[config.mk]
export PLATFORM = sky130hd
export DESIGN_NAME = stack_reverser
export DESIGN_NICKNAME = d
export VERILOG_FILES = /design/src/rtl/stack_pkg.sv /design/src/rtl/stack_reverser.sv
export SDC_FILE = /design/constraint.sdc
export NUM_CORES = 1
export LEC_CHECK = 0
export BUFFER_PORTS_ARGS = -buffer_cell sky130_fd_sc_hd__buf_2
export CORE_MARGIN = 1
export CORE_UTILIZATION = 43
export CTS_BUF_LIST = sky130_fd_sc_hd__clkbuf_4
export DETAILED_ROUTE_END_ITERATION = 6
export GPL_TIMING_DRIVEN = 0
export PLACE_DENSITY_LB_ADDON = 0.1
export SYNTH_ARGS = -nofsm -noshare
export SYNTH_HDL_FRONTEND = slang
export SYNTH_SLANG_ARGS = --single-unit
[constraint.sdc]
create_clock -name clk -period 5.3 [get_ports clk]
set_clock_uncertainty 0.2 [all_clocks]
set_input_delay 0.795 -clock clk [delete_from_list [all_inputs] [get_ports clk]]
set_output_delay 0.795 -clock clk [all_outputs]
set_load 0.005 [all_outputs]
[src/rtl/stack_pkg.sv]
// Shared definitions for the 8-bit LIFO stack block and its bus-master
// controller (stack_reverser).
//   STACK_DATA_WIDTH : default byte width shared with the stack block
//   STACK_DEPTH      : default stack capacity in entries
//   state_t          : controller FSM state encoding
package stack_pkg;

  localparam int STACK_DATA_WIDTH = 8;
  localparam int STACK_DEPTH      = 16;

  typedef enum logic [2:0] {
    ST_IDLE,
    ST_FILL,
    ST_POP,
    ST_WAIT,
    ST_OUT,
    ST_DISCARD,
    ST_FAULT
  } state_t;

endpackage

[src/rtl/stack_reverser.sv]
// stack_reverser: accepts a byte frame on a valid/ready input stream, pushes
// every byte into an external LIFO stack and, on end of frame, pops them back
// out to a valid/ready output stream in reversed order.
//
// Ports:
//   clk, reset            : single clock, synchronous active-high reset
//   in_valid/in_data/in_last/in_ready     : input byte stream
//   stk_push/stk_pop/stk_data_in          : strobes and data to the stack
//   stk_data_out/stk_error                : stack top byte and fault flag
//   out_valid/out_data/out_last/out_ready : reversed output byte stream
//   trunc : one-cycle pulse, frame longer than DEPTH, excess bytes dropped
//   error : sticky fault, stack reported an error (cleared only by reset)
//   busy  : controller not idle
module stack_reverser
  import stack_pkg::*;
#(
  parameter int DATA_WIDTH = STACK_DATA_WIDTH,
  parameter int DEPTH      = STACK_DEPTH,
  parameter int CNT_W      = $clog2(DEPTH + 1)
) (
  input  logic                  clk,
  input  logic                  reset,
  input  logic                  in_valid,
  input  logic [DATA_WIDTH-1:0] in_data,
  input  logic                  in_last,
  output logic                  in_ready,
  output logic                  stk_push,
  output logic                  stk_pop,
  output logic [DATA_WIDTH-1:0] stk_data_in,
  input  logic [DATA_WIDTH-1:0] stk_data_out,
  input  logic                  stk_error,
  output logic                  out_valid,
  output logic [DATA_WIDTH-1:0] out_data,
  output logic                  out_last,
  input  logic                  out_ready,
  output logic                  trunc,
  output logic                  error,
  output logic                  busy
);

  localparam logic [CNT_W-1:0] LAST_SLOT = CNT_W'(DEPTH - 1);

  state_t           state;
  logic [CNT_W-1:0] count;
  logic             discard;
  logic             in_fire;
  logic             out_fire;

  // in_ready is a registered flag that is only ever set in IDLE, FILL and
  // DISCARD, so qualifying the push with the filling states is what keeps
  // DISCARD beats out of the stack.
  assign in_fire     = in_valid & in_ready;
  assign out_fire    = out_valid & out_ready;
  assign stk_push    = in_fire & ((state == ST_IDLE) | (state == ST_FILL));
  assign stk_data_in = stk_push ? in_data : '0;

  // Registered outputs are loaded with the value belonging to the state being
  // entered, so each one is valid for exactly the cycles spent in that state.
  always_ff @(posedge clk) begin
    if (reset) begin
      state     <= ST_IDLE;
      count     <= '0;
      discard   <= 1'b0;
      in_ready  <= 1'b0;
      stk_pop   <= 1'b0;
      out_valid <= 1'b0;
      out_data  <= '0;
      out_last  <= 1'b0;
      trunc     <= 1'b0;
      error     <= 1'b0;
      busy      <= 1'b0;
    end else begin
      trunc <= 1'b0;
      if (stk_error || state == ST_FAULT) begin
        state     <= ST_FAULT;
        error     <= 1'b1;
        in_ready  <= 1'b0;
        stk_pop   <= 1'b0;
        out_valid <= 1'b0;
        out_last  <= 1'b0;
        busy      <= 1'b1;
      end else begin
        case (state)
          ST_IDLE, ST_FILL: begin
            in_ready <= 1'b1;
            if (in_fire) begin
              count <= count + 1'b1;
              busy  <= 1'b1;
              if (in_last) begin
                state    <= ST_POP;
                in_ready <= 1'b0;
                stk_pop  <= 1'b1;
              end else if (count == LAST_SLOT) begin
                // Stack is now full: drain it and drop the rest of the frame.
                state    <= ST_POP;
                in_ready <= 1'b0;
                stk_pop  <= 1'b1;
                trunc    <= 1'b1;
                discard  <= 1'b1;
              end else begin
                state <= ST_FILL;
              end
            end
          end

          ST_POP: begin
            stk_pop <= 1'b0;
            count   <= count - 1'b1;
            state   <= ST_WAIT;
          end

          ST_WAIT: begin
            // Stack read data is valid one cycle after the pop strobe.
            out_data  <= stk_data_out;
            out_valid <= 1'b1;
            out_last  <= (count == '0);
            state     <= ST_OUT;
          end

          ST_OUT: begin
            if (out_fire) begin
              out_valid <= 1'b0;
              out_last  <= 1'b0;
              if (count != '0) begin
                state   <= ST_POP;
                stk_pop <= 1'b1;
              end else if (discard) begin
                state    <= ST_DISCARD;
                in_ready <= 1'b1;
              end else begin
                state    <= ST_IDLE;
                in_ready <= 1'b1;
                busy     <= 1'b0;
              end
            end
          end

          ST_DISCARD: begin
            in_ready <= 1'b1;
            if (in_fire && in_last) begin
              discard <= 1'b0;
              state   <= ST_IDLE;
              busy    <= 1'b0;
            end
          end

          default: begin
            state <= ST_FAULT;
            busy  <= 1'b1;
          end
        endcase
      end
    end
  end

endmodule
==> reports/metrics.yaml <==
logic_synthesis:
  yosys.area_share.simple_pct: 27.0
  synthesis.area_um2: 1310
  synth_mux_area_share_pct: 9.30
  synth_nets: 178
  ys_warn_count: 0
  synth_common_cells: "dfxtp_1 (24), nor2_1 (21), a21oi_1 (12)"
  synth-adder-area-share_pct: 0.959
  postSynthAreaPerCell_um2: 8.42
  synthFlopType: "dfxtp_1"
  synthTopCellsByArea: "dfxtp_1 (37%), mux2i_1 (8.4%), nor2_1 (6.0%), a21oi_1 (4.6%), and2_1 (3.8%)"
  synth_top_family_by_area: "simple AND/OR/NAND/NOR gates"
  synthXorXnorAreaFrac_pct: 1.34
  ys_types: 50
  netlist_instances: 155
  synth_top_area_share_pct: 36.8
  yosysTopAreaCell: "dfxtp_1"
  synth_most_common_cell: "dfxtp_1"
  ys_ff_latch: 24
  yosysSeqAreaShare_pct: 36.8
  synth_edf_count: 0
  synth_compound_area_share_pct: 20.2
  synthArstFlopShare_pct: 0
setup_path:
  cp.depth: 6
  timing.rr.start: "state[1]"
  cpPeakStageDelay_ns: 0.33
  worst-path-buf-inv: 3
  slowest_stage: "dfxtp_1"
  critical_path.endpoint_type: "primary output"
  cp.arrival_ns: 1.88
  r2r_cells: 9
  critical_path.max_fanout: 9
  r2r_end: "count[4]"
  endpoint: "stk_data_in[1]"
  critical-path-top-delay-family: "simple AND/OR/NAND/NOR gates"
  regToRegSetupSlack_ns: 2.59
  criticalPathCategory: "register to primary output"
  crit_top_cell: "or2_2"
  cp-start-kind: "register"
  crit_chain: "buf_4 > or2_2 > or2_2 > inv_1 > and2_1 > buf_2"
  cp.required_ns: 4.30
  critPathLaunch: "state[1]"
route:
  drt_wl_total_um: 3320
  ant_nets: 0
  drc_errors: 4
  drt-initial-drc-count: 53
  post_drt_wl_per_cell_um: 14.1
  dr.pass1.iters: 7
  vias: 1319
  viasPerCell: 5.61
clock_network:
  cts_resized: 0
  clk_pin_slew_ns: 0.14
  insertion_delay_ns: 0.32
  clock_path_buffers: 2
  cts_tree: "done"
  cts_hold_buf: 0
  cts_made_buffers: 3
  postCtsSetupBuffers: 0
  h-tree-depth: 1
  root_buffer: "clkbuf_4"
  clock-sinks: 24
run_status:
  violations: "design-rule violations"
  outcome: "complete, but fails checks"
global_route:
  grt_pass1_vias: 1245
  grt_max_degree: 15
  antenna_found_initial: 0
  grt-ovfl-total: 0
  track_usage_pct: 22.0
  grt_pass1_wl_um: 5610
die:
  rows: 19
  dieArea_um2: 3260
  die_w_um: 57.1
  coreArea_um2: 2810
  die_h_um: 57.1
  num_io_pins: 46
  start_util_pct: 46.5
power:
  pwr-share-clk_pct: 34.2
  p_leak_nw: 0.737
  combPwrFrac_pct: 17.7
  vdd_ir_drop_max_mv: 0.135
  p_seq_share_pct: 48.1
  switching_share_pct: 26.2
  power.density_nw_per_um2: 245
  switchingPower_w: 0.000104
  p_int_w: 0.000293
sta:
  layout_min_cycle_time_ns: 2.87
  final_max_slew_viol_count: 0
  min_period_over_period_pct: 54.2
  tns_ns: 0
  rsz0062_at_grt: "false"
  tightest_slew_ns: 0.564
  hold_violations: 0
  relSlewSlack_pct: 62.1
  finalSetupViolCount: 0
  fmax_ghz: 0.348
place:
  gp_congestion: 0.838
  dp_hpwl_um: 2460
  place_area_um2: 1570
  port_buffers: 45
  post-place-cells: 231
finish:
  fin_util_pct: 57.8
  drive_gt1_share_pct: 27.9
  final_cell_count_no_fill: 235
  n_antenna_cell: 0
  final_area_um2: 1620
  area_delta_synth_final_pct: 24.3
  finalNetCount: 228
  num-fill-cells: 262
worst_hold_path:
  hold_path_class: "register to register"
flow_run:
  max-cap-violations: 0
[power by group through the flow]
stage / clock network, W / logic (W) / registers (W)
after global routing: 0.000146 / 0.0000786 / 0.000192
after global placement: 0 / 0.0000677 / 0.000194
after floorplan: 0 / 0.0000453 / 0.000194
after detailed placement: 0 / 0.0000694 / 0.000195
final: 0.000136 / 0.0000703 / 0.000191
after CTS: 0.000137 / 0.0000697 / 0.000191
[routing by layer]
metal  vias to the layer above  share of wire (%)  global-route usage [%]
met5                         -                  0                       0
met4                         0                1.7                    11.5
met3                         6                4.7                    2.49
met2                        46                 48                    35.8
met1                       605                 45                    28.7
li1                        662                  -                       -
[per-stage QoR]
step | setup slack, ns | hold WS (ns) | power [W]
after floorplan | 2.75 | 0.251 | 0.000239
after global placement | 2.51 | 0.262 | 0.000262
after detailed placement | 2.46 | 0.275 | 0.000264
after CTS | 2.43 | 0.295 | 0.000398
after global routing | 2.31 | 0.310 | 0.000417
final | 2.43 | 0.298 | 0.000397
[cells in the final DEF, fill, tap and decap left out, types with 3 or more instances in the layout]
cell,synthesis,final
buf_2,0,45
dfxtp_1,24,24
nor2_1,21,21
a21oi_1,12,12
mux2i_1,11,11
and2_1,8,8
nand2_1,7,7
clkbuf_1,7,7
nor2b_1,4,4
nor3_1,4,4
o21ai_0,4,4
inv_1,3,3
a211oi_1,3,3
o31ai_1,3,3
or3_1,3,3
clkbuf_4,0,3
[layout make-up]
type | count | area, um^2 | area share, %
multi-input combinational | 119 | 768 | 47.4
timing repair buffer | 45 | 225 | 13.9
inverter | 3 | 11.3 | 0.694
buffer | 9 | 45.0 | 2.78
clock inverter | 1 | 30.0 | 1.85
sequential | 24 | 480 | 29.6
clock buffer | 3 | 22.5 | 1.39
tap | 31 | 38.8 | 2.39
[worst register-to-register path: stages (launching register included)]
cell,delay (ns)
dfxtp_1,0.34
buf_4,0.14
or3b_1,0.37
buf_6,0.15
xnor2_1,0.12
ha_1,0.21
nor2_1,0.12
or4b_4,0.47
a21oi_2,0.17
mux2_1,0.33
[worst min-delay path by stage]
stage	to	slack (ns)	depth (start not counted)	startpoint
6_report	discard	0.30	2	discard
5_1_grt	discard	0.31	2	discard
4_1_cts	discard	0.30	2	discard
3_5_place_dp	out_data[0]	0.28	2	out_data[0]
3_3_place_gp	error	0.26	2	error
2_1_floorplan	discard	0.25	2	discard
[registers in the layout, summed over array words and instances (netlist names)]
signal / cells
count: 5
out_data: 8
state: 3
in_ready: 1
stk_pop: 1
out_valid: 1
out_last: 1
busy: 1
trunc: 1
error: 1
discard: 1
[logic make-up (layout without fill, tap and decap cells)]
family	count (synthesis)	in the layout
fa+ha+maj	1	1
xor+xnor	2	2
buf+inv	12	61
mux	12	12
flops	24	24
simple gates	65	65
compound gates	39	39
Power figures use the tool's default switching activity.
